--- config.mk ---
export PLATFORM = sky130hd
export DESIGN_NAME = lzrw1_decomp_sequencer_flat
export DESIGN_NICKNAME = d
export VERILOG_FILES = /design/src/rtl/lzrw1_pkg.sv /design/src/rtl/lzrw1_decomp_sequencer_if.sv /design/src/rtl/lzrw1_seq_stats.sv /design/src/rtl/lzrw1_decomp_sequencer.sv /design/src/flat_wrapper.sv
export SDC_FILE = /design/constraint.sdc
export NUM_CORES = 1
export LEC_CHECK = 0
export CORE_MARGIN = 4
export CORE_UTILIZATION = 50
export DETAILED_ROUTE_END_ITERATION = 10
export HOLD_SLACK_MARGIN = 0.02
export PLACE_DENSITY = 0.89
export REMOVE_ABC_BUFFERS = 1
export SLEW_MARGIN = 25
export SYNTH_ARGS = -nofsm -noshare
export SYNTH_HDL_FRONTEND = slang
export SYNTH_SLANG_ARGS = --single-unit
--- constraint.sdc ---
create_clock -name clock -period 2.9 [get_ports clock]
set_clock_uncertainty 0.15 [all_clocks]
set_input_delay 0.435 -clock clock [delete_from_list [all_inputs] [get_ports clock]]
set_output_delay 0.435 -clock clock [all_outputs]
set_load 0.01 [all_outputs]
--- src/rtl/lzrw1_pkg.sv ---
// Shared LZRW1 types: compressed item layout, stream word union,
// sequencer state encoding and the default control-word group size.
package lzrw1_pkg;

    localparam int LZRW1_GROUP_SIZE = 16;

    typedef struct packed {
        logic [3:0]  length;
        logic [11:0] offset;
    } compressed_t;

    typedef struct packed {
        logic [7:0] pad;
        logic [7:0] literal;
    } literal_t;

    typedef union packed {
        compressed_t copy;
        literal_t    lit;
        logic [15:0] raw;
    } data_in_t;

    typedef enum logic [1:0] {
        S_CTRL  = 2'd0,
        S_ITEM  = 2'd1,
        S_ISSUE = 2'd2
    } seq_state_t;

    // A copy with zero length or zero offset would corrupt the history buffer.
    function automatic logic is_malformed_copy(input compressed_t c);
        return (c.length == 4'd0) || (c.offset == 12'd0);
    endfunction

endpackage

--- src/rtl/lzrw1_decomp_sequencer_if.sv ---
// Stream-side and decompressor-side handshake bundle for the LZRW1 sequencer.
// master = environment (input FIFO + decompressor core), slave = sequencer.
interface lzrw1_decomp_sequencer_if;
    import lzrw1_pkg::*;

    data_in_t in_word;
    logic     in_valid;
    logic     in_last;
    logic     in_ready;
    data_in_t dec_data;
    logic     dec_control_word;
    logic     dec_data_valid;
    logic     dec_busy;

    modport master (
        output in_word, in_valid, in_last, dec_busy,
        input  in_ready, dec_data, dec_control_word, dec_data_valid
    );

    modport slave (
        input  in_word, in_valid, in_last, dec_busy,
        output in_ready, dec_data, dec_control_word, dec_data_valid
    );

endinterface

--- src/rtl/lzrw1_seq_stats.sv ---
// Saturating issue/drop counters for the LZRW1 sequencer.
// Only instantiated when LZRW1_SEQ_STATS_EN is defined.
module lzrw1_seq_stats
    import lzrw1_pkg::*;
#(
    parameter int STAT_WIDTH = 32
) (
    input  logic                  clock,
    input  logic                  reset,
    input  logic                  lit_issue,
    input  logic                  copy_issue,
    input  logic                  drop,
    output logic [STAT_WIDTH-1:0] lit_count,
    output logic [STAT_WIDTH-1:0] copy_count,
    output logic [STAT_WIDTH-1:0] drop_count
);

    function automatic logic [STAT_WIDTH-1:0] sat_inc(input logic [STAT_WIDTH-1:0] v);
        return (&v) ? v : v + STAT_WIDTH'(1);
    endfunction

    // Count events, holding each counter at all-ones once it gets there.
    always_ff @(posedge clock or posedge reset) begin
        if (reset) begin
            lit_count  <= '0;
            copy_count <= '0;
            drop_count <= '0;
        end else begin
            if (lit_issue)  lit_count  <= sat_inc(lit_count);
            if (copy_issue) copy_count <= sat_inc(copy_count);
            if (drop)       drop_count <= sat_inc(drop_count);
        end
    end

endmodule

--- src/rtl/lzrw1_decomp_sequencer.sv ---
// LZRW1 decompressor front-end: splits the compressed stream into control
// words and items, drops malformed copies, and issues one item at a time
// to the decompressor core while honouring its busy signal.
// Optional statistics counters: define LZRW1_SEQ_STATS_EN.
module lzrw1_decomp_sequencer
    import lzrw1_pkg::*;
#(
    parameter int GROUP_SIZE = LZRW1_GROUP_SIZE,
    parameter int STAT_WIDTH = 32
) (
    input  logic clock,
    input  logic reset,
    lzrw1_decomp_sequencer_if.slave bus,
    output logic block_done,
    output logic bad_item,
    output logic err_sticky,
    output logic idle
`ifdef LZRW1_SEQ_STATS_EN
    ,
    output logic [STAT_WIDTH-1:0] lit_count,
    output logic [STAT_WIDTH-1:0] copy_count,
    output logic [STAT_WIDTH-1:0] drop_count
`endif
);

    localparam int IDX_W = (GROUP_SIZE > 1) ? $clog2(GROUP_SIZE) : 1;
    localparam logic [IDX_W-1:0] LAST_IDX = IDX_W'(GROUP_SIZE - 1);

    if (GROUP_SIZE < 1 || GROUP_SIZE > 16 || STAT_WIDTH < 1) begin : g_param_check
        $error("lzrw1_decomp_sequencer: GROUP_SIZE must be 1..16 and STAT_WIDTH >= 1");
    end

    seq_state_t       state, state_next;
    logic [15:0]      ctrl_reg;
    logic [IDX_W-1:0] bit_idx, idx_next;
    data_in_t         item_reg;
    logic             kind_reg;
    logic             last_reg;

    logic ready;
    logic issue;
    logic load_ctrl;
    logic load_item;
    logic item_kind;
    logic do_advance;
    logic adv_last;

    assign item_kind = ctrl_reg[bit_idx];

    // State and group position register.
    always_ff @(posedge clock or posedge reset) begin
        if (reset) begin
            state   <= S_CTRL;
            bit_idx <= '0;
        end else begin
            state   <= state_next;
            bit_idx <= idx_next;
        end
    end

    // Capture control words and items as they are accepted.
    always_ff @(posedge clock or posedge reset) begin
        if (reset) begin
            ctrl_reg <= '0;
            item_reg <= '0;
            kind_reg <= 1'b0;
            last_reg <= 1'b0;
        end else begin
            if (load_ctrl) ctrl_reg <= bus.in_word.raw;
            if (load_item) begin
                item_reg <= bus.in_word;
                kind_reg <= item_kind;
                last_reg <= bus.in_last;
            end
        end
    end

    // Malformed-copy flag stays set until reset.
    always_ff @(posedge clock or posedge reset) begin
        if (reset)         err_sticky <= 1'b0;
        else if (bad_item) err_sticky <= 1'b1;
    end

    // Next state, handshake and pulse generation; a drop and an issue both
    // finish the current item through the same advance logic.
    always_comb begin
        state_next = state;
        idx_next   = bit_idx;
        ready      = 1'b0;
        issue      = 1'b0;
        load_ctrl  = 1'b0;
        load_item  = 1'b0;
        block_done = 1'b0;
        bad_item   = 1'b0;
        do_advance = 1'b0;
        adv_last   = 1'b0;

        unique case (state)
            S_CTRL: begin
                ready = 1'b1;
                if (bus.in_valid) begin
                    load_ctrl = 1'b1;
                    idx_next  = '0;
                    if (bus.in_last) block_done = 1'b1;
                    else             state_next = S_ITEM;
                end
            end
            S_ITEM: begin
                ready = 1'b1;
                if (bus.in_valid) begin
                    load_item = 1'b1;
                    if (item_kind && is_malformed_copy(bus.in_word.copy)) begin
                        bad_item   = 1'b1;
                        do_advance = 1'b1;
                        adv_last   = bus.in_last;
                    end else begin
                        state_next = S_ISSUE;
                    end
                end
            end
            S_ISSUE: begin
                issue = !bus.dec_busy;
                if (!bus.dec_busy) begin
                    do_advance = 1'b1;
                    adv_last   = last_reg;
                end
            end
            default: state_next = S_CTRL;
        endcase

        if (do_advance) begin
            if (adv_last) begin
                block_done = 1'b1;
                state_next = S_CTRL;
            end else if (bit_idx == LAST_IDX) begin
                state_next = S_CTRL;
            end else begin
                idx_next   = bit_idx + IDX_W'(1);
                state_next = S_ITEM;
            end
        end
    end

    assign bus.in_ready         = ready;
    assign bus.dec_data         = item_reg;
    assign bus.dec_control_word = kind_reg;
    assign bus.dec_data_valid   = issue;
    assign idle                 = (state == S_CTRL);

`ifdef LZRW1_SEQ_STATS_EN
    lzrw1_seq_stats #(
        .STAT_WIDTH (STAT_WIDTH)
    ) u_stats (
        .clock      (clock),
        .reset      (reset),
        .lit_issue  (issue && !kind_reg),
        .copy_issue (issue && kind_reg),
        .drop       (bad_item),
        .lit_count  (lit_count),
        .copy_count (copy_count),
        .drop_count (drop_count)
    );
`endif

endmodule

--- src/flat_wrapper.sv ---
// flat-port wrapper written by rule: the top's interface ports become plain ports
module lzrw1_decomp_sequencer_flat import lzrw1_pkg::*;
#(
    parameter int GROUP_SIZE = LZRW1_GROUP_SIZE,
    parameter int STAT_WIDTH = 32
)
  (clock, reset, block_done, bad_item, err_sticky, idle, bus_in_word, bus_in_valid, bus_in_last, bus_dec_busy, bus_in_ready, bus_dec_data, bus_dec_control_word, bus_dec_data_valid);
  lzrw1_decomp_sequencer_if bus_i ();
  input  logic clock;
  input  logic reset;
  output logic block_done;
  output logic bad_item;
  output logic err_sticky;
  output logic idle;
  input wire logic [$bits(bus_i.in_word)-1:0] bus_in_word;
  input wire logic [$bits(bus_i.in_valid)-1:0] bus_in_valid;
  input wire logic [$bits(bus_i.in_last)-1:0] bus_in_last;
  input wire logic [$bits(bus_i.dec_busy)-1:0] bus_dec_busy;
  output wire logic [$bits(bus_i.in_ready)-1:0] bus_in_ready;
  output wire logic [$bits(bus_i.dec_data)-1:0] bus_dec_data;
  output wire logic [$bits(bus_i.dec_control_word)-1:0] bus_dec_control_word;
  output wire logic [$bits(bus_i.dec_data_valid)-1:0] bus_dec_data_valid;
  assign bus_i.in_word = bus_in_word;
  assign bus_i.in_valid = bus_in_valid;
  assign bus_i.in_last = bus_in_last;
  assign bus_i.dec_busy = bus_dec_busy;
  assign bus_in_ready = bus_i.in_ready;
  assign bus_dec_data = bus_i.dec_data;
  assign bus_dec_control_word = bus_i.dec_control_word;
  assign bus_dec_data_valid = bus_i.dec_data_valid;
  lzrw1_decomp_sequencer #(.GROUP_SIZE(GROUP_SIZE), .STAT_WIDTH(STAT_WIDTH)) u_core (.clock(clock), .reset(reset), .bus(bus_i), .block_done(block_done), .bad_item(bad_item), .err_sticky(err_sticky), .idle(idle));
endmodule
==> qor.yml, run 1 <==
status:
  status: "complete, no violations"
route:
  drc: 0
  first_pass_iters: 4
  first_iter_violations: 106
  vias: 1471
  totalWireLength_mm: 4.98
  routedWlPerCell_microns: 19.1
  vias_per_cell: 5.64
  drtAntennaViolNets: 0
power:
  power.total_mw: 2.61
  peakVddDrop_v: 0.000653
  cellPowerDensity_mw_per_mm2: 949
  p_leak_nw: 1.22
setup_path:
  end_kind: "output pin"
  cp_slowest_cell: "mux4_2"
  r2r_cells: 8
  crit_buf_inv: 1
  crit_type: "reg -> out"
  r2r_start: "u_core.bit_idx[1]"
  r2r-end: "u_core.bit_idx[1]"
  cp_slowest_stage_delay_ns: 0.58
  startpoint_type: "register"
  critPathMaxFanout: 5
  crit_path_frequent_cell: "nand2_1"
  path_cells: "mux4_2 > a22oi_4 > a211oi_4 > nand2_1 > nand2_1 > a32o_1 > clkdlybuf4s15_2"
  r2r_setup_slack_ns: 0.43
  worstPathArrival_ns: 2.25
  crit_family: "multiplexers"
  cp.required_ns: 2.32
clock_tree:
  cts-buffers-inserted: 5
  cts_sinks: 41
  clock_path_buffers: 2
  cts_tree: "yes"
  clk_pin_slew_ns: 0.07
  cts_root_buffer: "clkbuf_8"
  clk-insertion-delay-late_ns: 0.29
  htreeDepth: 2
cells_and_area:
  nets: 237
  area_growth_pct: 37.4
  drive_gt1_share_pct: 32.1
die:
  die_area_sq_mm: 0.00507
  fp.coreArea_sq_mm: 0.00377
  ios: 44
  rows: 22
  fp.dieH_microns: 71.2
  die_x_microns: 71.2
  start_util_pct: 53.0
sta:
  setup-violations-final: 0
  finalHoldViolCount: 0
  worst_pin_slew_ns: 0.796
  finalCriticalPeriod_ns: 2.83
  slew_viol_final: 0
  fmax_mhz: 353
  tns_ns: 0
  timing.final.crit_share_pct: 97.7
  slew_headroom_pct: 46.8
min_path:
  hp-start: "u_core.err_sticky"
  min_path_cells: 1
  min_to: "u_core.err_sticky"
  hold_class: "reg -> reg"
synth:
  synthesis.area_sq_mm: 0.00200
  yosys_warnings: 0
  syn_inst: 147
  synth_cell_type_count: 36
  avgSynthCellArea_sq_um: 13.6
  ys_seq_elements: 41
  seq_area_frac_synth_pct: 51.3
global_routing:
  grt_pass1_vias: 1678
  grt_max_degree: 42
  grt_use_total_pct: 21.1
  grt_first_pass_wirelength_mm: 8.16
  grt_overflow: 0
  grt_antenna_before_repair: 1
place:
  numPortBuffers: 43
  dp_hpwl_mm: 3.52
  gp_congestion: 0.754
flow_run:
  maxCapViolations: 0
-- per-stage QoR --
| step | hold slack, ns | setup slack, ns | instance area [sq um] | std cells | util, % |
|---|---|---|---|---|---|
| final | 0.333 | 0.0681 | 2750 | 261 | 72.9 |
| after global routing | 0.377 | -0.000540 | 2750 | 261 | 72.9 |
| after CTS | 0.337 | 0.00560 | 2720 | 259 | 72.2 |
| after detailed placement | 0.317 | -0.369 | 2600 | 251 | 69.0 |
| after global placement | 0.296 | -0.291 | 2600 | 251 | 69.0 |
| after floorplan | 0.324 | 0.464 | 1970 | 141 | - |
-- report_power, final --
group	internal (mW)	switching [mW]	leakage, nW
registers	0.844	0.182	0.493
clock network	0.193	0.199	0.0512
logic	0.687	0.503	0.674
total	1.72	0.884	1.22
-- final cells by class --
cell class / count / area, sq um
inverter: 3 / 11.3
sequential: 41 / 1030
clock inverter: 2 / 13.8
timing repair buffer: 63 / 586
multi-input combinational: 97 / 965
antenna: 1 / 2.50
clock buffer: 6 / 82.6
fill: 219 / 1020
tap: 48 / 60.1
-- worst max path at each step --
stage / startpoint / endpoint / slack, ns / cells past startpoint
5_1_grt: u_core.bit_idx[1] / block_done / -0.0005 / 7
3_5_place_dp: bus_in_word[9] / block_done / -0.37 / 9
2_1_floorplan: u_core.state[1] / u_core.bit_idx[1] / 0.46 / 7
4_1_cts: bus_in_word[10] / block_done / 0.006 / 9
3_3_place_gp: bus_in_word[9] / block_done / -0.29 / 9
6_report: u_core.bit_idx[1] / block_done / 0.07 / 7
-- kinds of logic after synthesis --
| group | after synthesis | share of synthesized area, % |
|---|---|---|
| AOI/OAI and AO/OA | 18 | 9.45 |
| and+or+nand+nor | 33 | 8.70 |
| adders and majority gates | 5 | 3.13 |
| muxes | 41 | 25.3 |
| buffers and inverters | 9 | 2.13 |
| DFF | 41 | 51.3 |
-- cells in the mapped netlist, drive strengths merged --
library cell	number	area [sq um]
a21boi	1	7.51
mux4	4	90.1
a32o	1	10.0
a21o	2	15.0
nand3	2	10.0
a21oi	2	13.8
a31o	1	8.76
o21a	1	7.51
nand3b	2	15.0
a31oi	1	12.5
nor4	4	25.0
mux2i	4	43.8
o21ai	5	25.0
inv	3	11.3
nor2	3	11.3
or2	2	12.5
ha	5	62.6
a22oi	2	42.5
and3	1	6.26
dfrtp	41	1030
a211oi	1	20.0
nand2	11	43.8
mux2	33	372
clkbuf	4	16.3
buf	2	15.0
and2	1	6.26
a221oi	1	26.3
nor2b	7	43.8
-- cell usage in the layout (no fill, tap or decap), types with 2 or more instances in the layout --
| cell type | instances |
|---|---|
| clkbuf_8 | 6 |
| mux2i_1 | 3 |
| a21o_1 | 2 |
| inv_1 | 3 |
| dlymetal6s2s_1 | 2 |
| nand2_1 | 10 |
| ha_1 | 5 |
| nor2b_1 | 7 |
| nor4_2 | 3 |
| o21ai_1 | 4 |
| mux4_2 | 4 |
| a22oi_4 | 2 |
| clkdlybuf4s50_1 | 39 |
| dfrtp_1 | 40 |
| mux2_2 | 21 |
| nor2_1 | 3 |
| nand3_1 | 2 |
| mux2_1 | 12 |
| buf_4 | 20 |
| nand3b_1 | 2 |
-- layer usage --
metal  wire (microns)  GRT usage (%)  vias to the layer above
li1                 -              -                      659
met1             1890           22.5                      747
met2             2700           37.7                       46
met3              197           5.33                       19
met4              187           11.9                        0
met5                0              0                        -
-- what timing repair did --
action,in CTS,in global routing
buffers inserted,0,1
hold buffers,0,0
pin swaps,1,4
endpoints found under the setup margin,2,1
resized for setup,9,3
(Power assumes the default switching activity.)
==> run 2: changes to the inputs <==
--- a/config.mk
+++ b/config.mk
@@ -11,6 +11,7 @@
 export HOLD_SLACK_MARGIN = 0.02
 export PLACE_DENSITY = 0.89
 export REMOVE_ABC_BUFFERS = 1
+export SETUP_SLACK_MARGIN = 0.3
 export SLEW_MARGIN = 25
 export SYNTH_ARGS = -nofsm -noshare
 export SYNTH_HDL_FRONTEND = slang
==> run 2 against run 1 <==
Final area grew 2.0%. Clock power is essentially flat. Total power grew 2.3%. Non-clock buffer count grew 4. Critical endpoint unchanged. Highest routed layer unchanged.
==> qor.yml, run 2 (synthesis gave the netlist of run 1 again) <==
status:
  status: "complete, no violations"
sta:
  worst_pin_slew_ns: 0.809  # +0.0129 ns
  setup-violations-final: 0  # unchanged
  timing.final.crit_share_pct: 95.8  # -1.9 points
  tns_ns: 0  # unchanged
  worst_slack_ns: 0.122  # +0.0540 ns
  finalCriticalPeriod_ns: 2.78  # -0.0540 ns
  finalHoldViolCount: 0  # unchanged
  grt_setup_unrepaired: "yes"
  slew_headroom_pct: 46.0  # -0.86 points
  slew_viol_final: 0  # unchanged
  fmax_mhz: 360  # +1.9%
route:
  drc: 0  # unchanged
  drtAntennaViolNets: 0  # unchanged
  routedWlPerCell_microns: 20.9  # +9.6%
  vias_per_cell: 5.75  # +2.0%
  totalWireLength_mm: 5.52  # +11%
  first_pass_iters: 4  # unchanged
  vias: 1518  # +3.2%
  first_iter_violations: 90  # -15%
power:
  cellPowerDensity_mw_per_mm2: 951  # +0.24%
  peakVddDrop_v: 0.000652  # -0.13%
  p_leak_nw: 1.23  # +1.4%
  power.total_mw: 2.67  # +2.3%
setup_path:
  r2r_start: "u_core.bit_idx[1]"
  r2r-end: "u_core.bit_idx[1]"
  worstPathArrival_ns: 2.19  # -0.06 ns
  r2r_cells: 10  # +2
  end_kind: "output pin"
  cp_slowest_cell: "mux4_2"
  critPathMaxFanout: 5  # unchanged
  startpoint_type: "register"
  crit_type: "reg -> out"
  crit_family: "multiplexers"
  crit_path_frequent_cell: "nand2_1"
  path_cells: "mux4_2 > a22oi_4 > a211oi_4 > nand2_1 > nand2_1 > a32o_1 > buf_2"
  cp_slowest_stage_delay_ns: 0.59  # about the same
  crit_buf_inv: 1  # unchanged
  cp.required_ns: 2.32  # about the same
  r2r_setup_slack_ns: 0.20  # -0.23 ns
die:
  die_x_microns: 71.2  # unchanged
  fp.dieH_microns: 71.2  # unchanged
  ios: 44  # unchanged
  rows: 22  # unchanged
  start_util_pct: 53.0  # unchanged
  die_area_sq_mm: 0.00507  # unchanged
  fp.coreArea_sq_mm: 0.00377  # unchanged
global_routing:
  grtUsageMet3_pct: 5.75  # +0.42 points
  busiest_layer: "met2"
  use_met1_pct: 25.3  # +2.8 points
  grt_pass1_vias: 1742  # +3.8%
  grt_antenna_before_repair: 0  # -1
  use_met2_pct: 39.4  # +1.7 points
  grt_overflow: 0  # unchanged
  grt_max_degree: 42  # unchanged
  grt_use_total_pct: 22.9  # +1.8 points
  grt_first_pass_wirelength_mm: 8.77  # +7.5%
min_path:
  hp-start: "u_core.err_sticky"
  min_path_cells: 1  # unchanged
  hold_class: "reg -> reg"
  min_to: "u_core.err_sticky"
place:
  gp_congestion: 0.754  # unchanged
  numPortBuffers: 43  # unchanged
  dp_hpwl_mm: 3.52  # unchanged
  place_ws_ns: -0.369  # unchanged
clock_tree:
  cts_tree: "yes"
  clock_path_buffers: 2  # unchanged
  htreeDepth: 2  # unchanged
  cts_sinks: 41  # unchanged
  hold_buffers: 0  # unchanged
  cts-buffers-inserted: 5  # unchanged
  clk-insertion-delay-late_ns: 0.30  # about the same
  cts_root_buffer: "clkbuf_8"
  clk_pin_slew_ns: 0.07  # about the same
cells_and_area:
  drive_gt1_share_pct: 35.6  # +3.6 points
  nets: 241  # +1.7%
  area_growth_pct: 40.2
  n_antenna_cell: 0  # -1
  final_common_cell: "dfrtp_1"
  final_cell_mix: "40 x dfrtp_1, 37 x clkdlybuf4s50_1, 21 x mux2_2, 21 x buf_4, 12 x mux2_1"
flow_run:
  maxCapViolations: 0  # unchanged
-- run 2: routing by layer --
layer  vias up  routed length, microns
met5         -                       0
met2        65                    2870
met3        29                     273
met4         0                     304
met1       757                    2070
li1        667                       -
-- run 2: worst max-delay path by stage --
stage	startpoint	end	slack (ns)	cells past startpoint
detailed placement	bus_in_word[9]	block_done	-0.37	9
floorplan	u_core.state[1]	u_core.bit_idx[1]	0.46	7
CTS	u_core.bit_idx[1]	block_done	0.17	7
global placement	bus_in_word[9]	block_done	-0.29	9
global route	u_core.bit_idx[1]	block_done	0.07	7
finish	u_core.bit_idx[1]	block_done	0.12	7
-- run 2: area by class of cell --
type	instances	area (sq um)
flip-flops and latches	41	1030
multi-input cells	97	992
clock inverters	2	13.8
fillers	204	967
clock buffers	6	82.6
well taps	48	60.1
inverters	3	11.3
repair buffers	67	617
-- run 2: repair_timing --
action | 4_1_cts | 5_1_grt
endpoints found under the hold margin | 0 | 0
setup endpoints to repair | 5 | 7
pin swaps | 7 | 3
buffers inserted | 4 | 1
gates resized for setup | 23 | 5
-- run 2: where the power goes --
| group | internal [mW] | total [mW] | switching (mW) |
|---|---|---|---|
| combinational | 0.694 | 1.24 | 0.546 |
| sequential | 0.844 | 1.03 | 0.188 |
| clock | 0.193 | 0.395 | 0.202 |
| total | 1.73 | 2.67 | 0.936 |
-- run 2: per-stage QoR --
step	hold slack [ns]	cell area, sq um	std cells	utilization (%)
floorplan	0.324	1970	141	-
global placement	0.296	2600	251	69.0
detailed placement	0.317	2600	251	69.0
CTS	0.337	2780	263	73.7
global route	0.383	2800	264	74.4
finish	0.330	2800	264	74.4
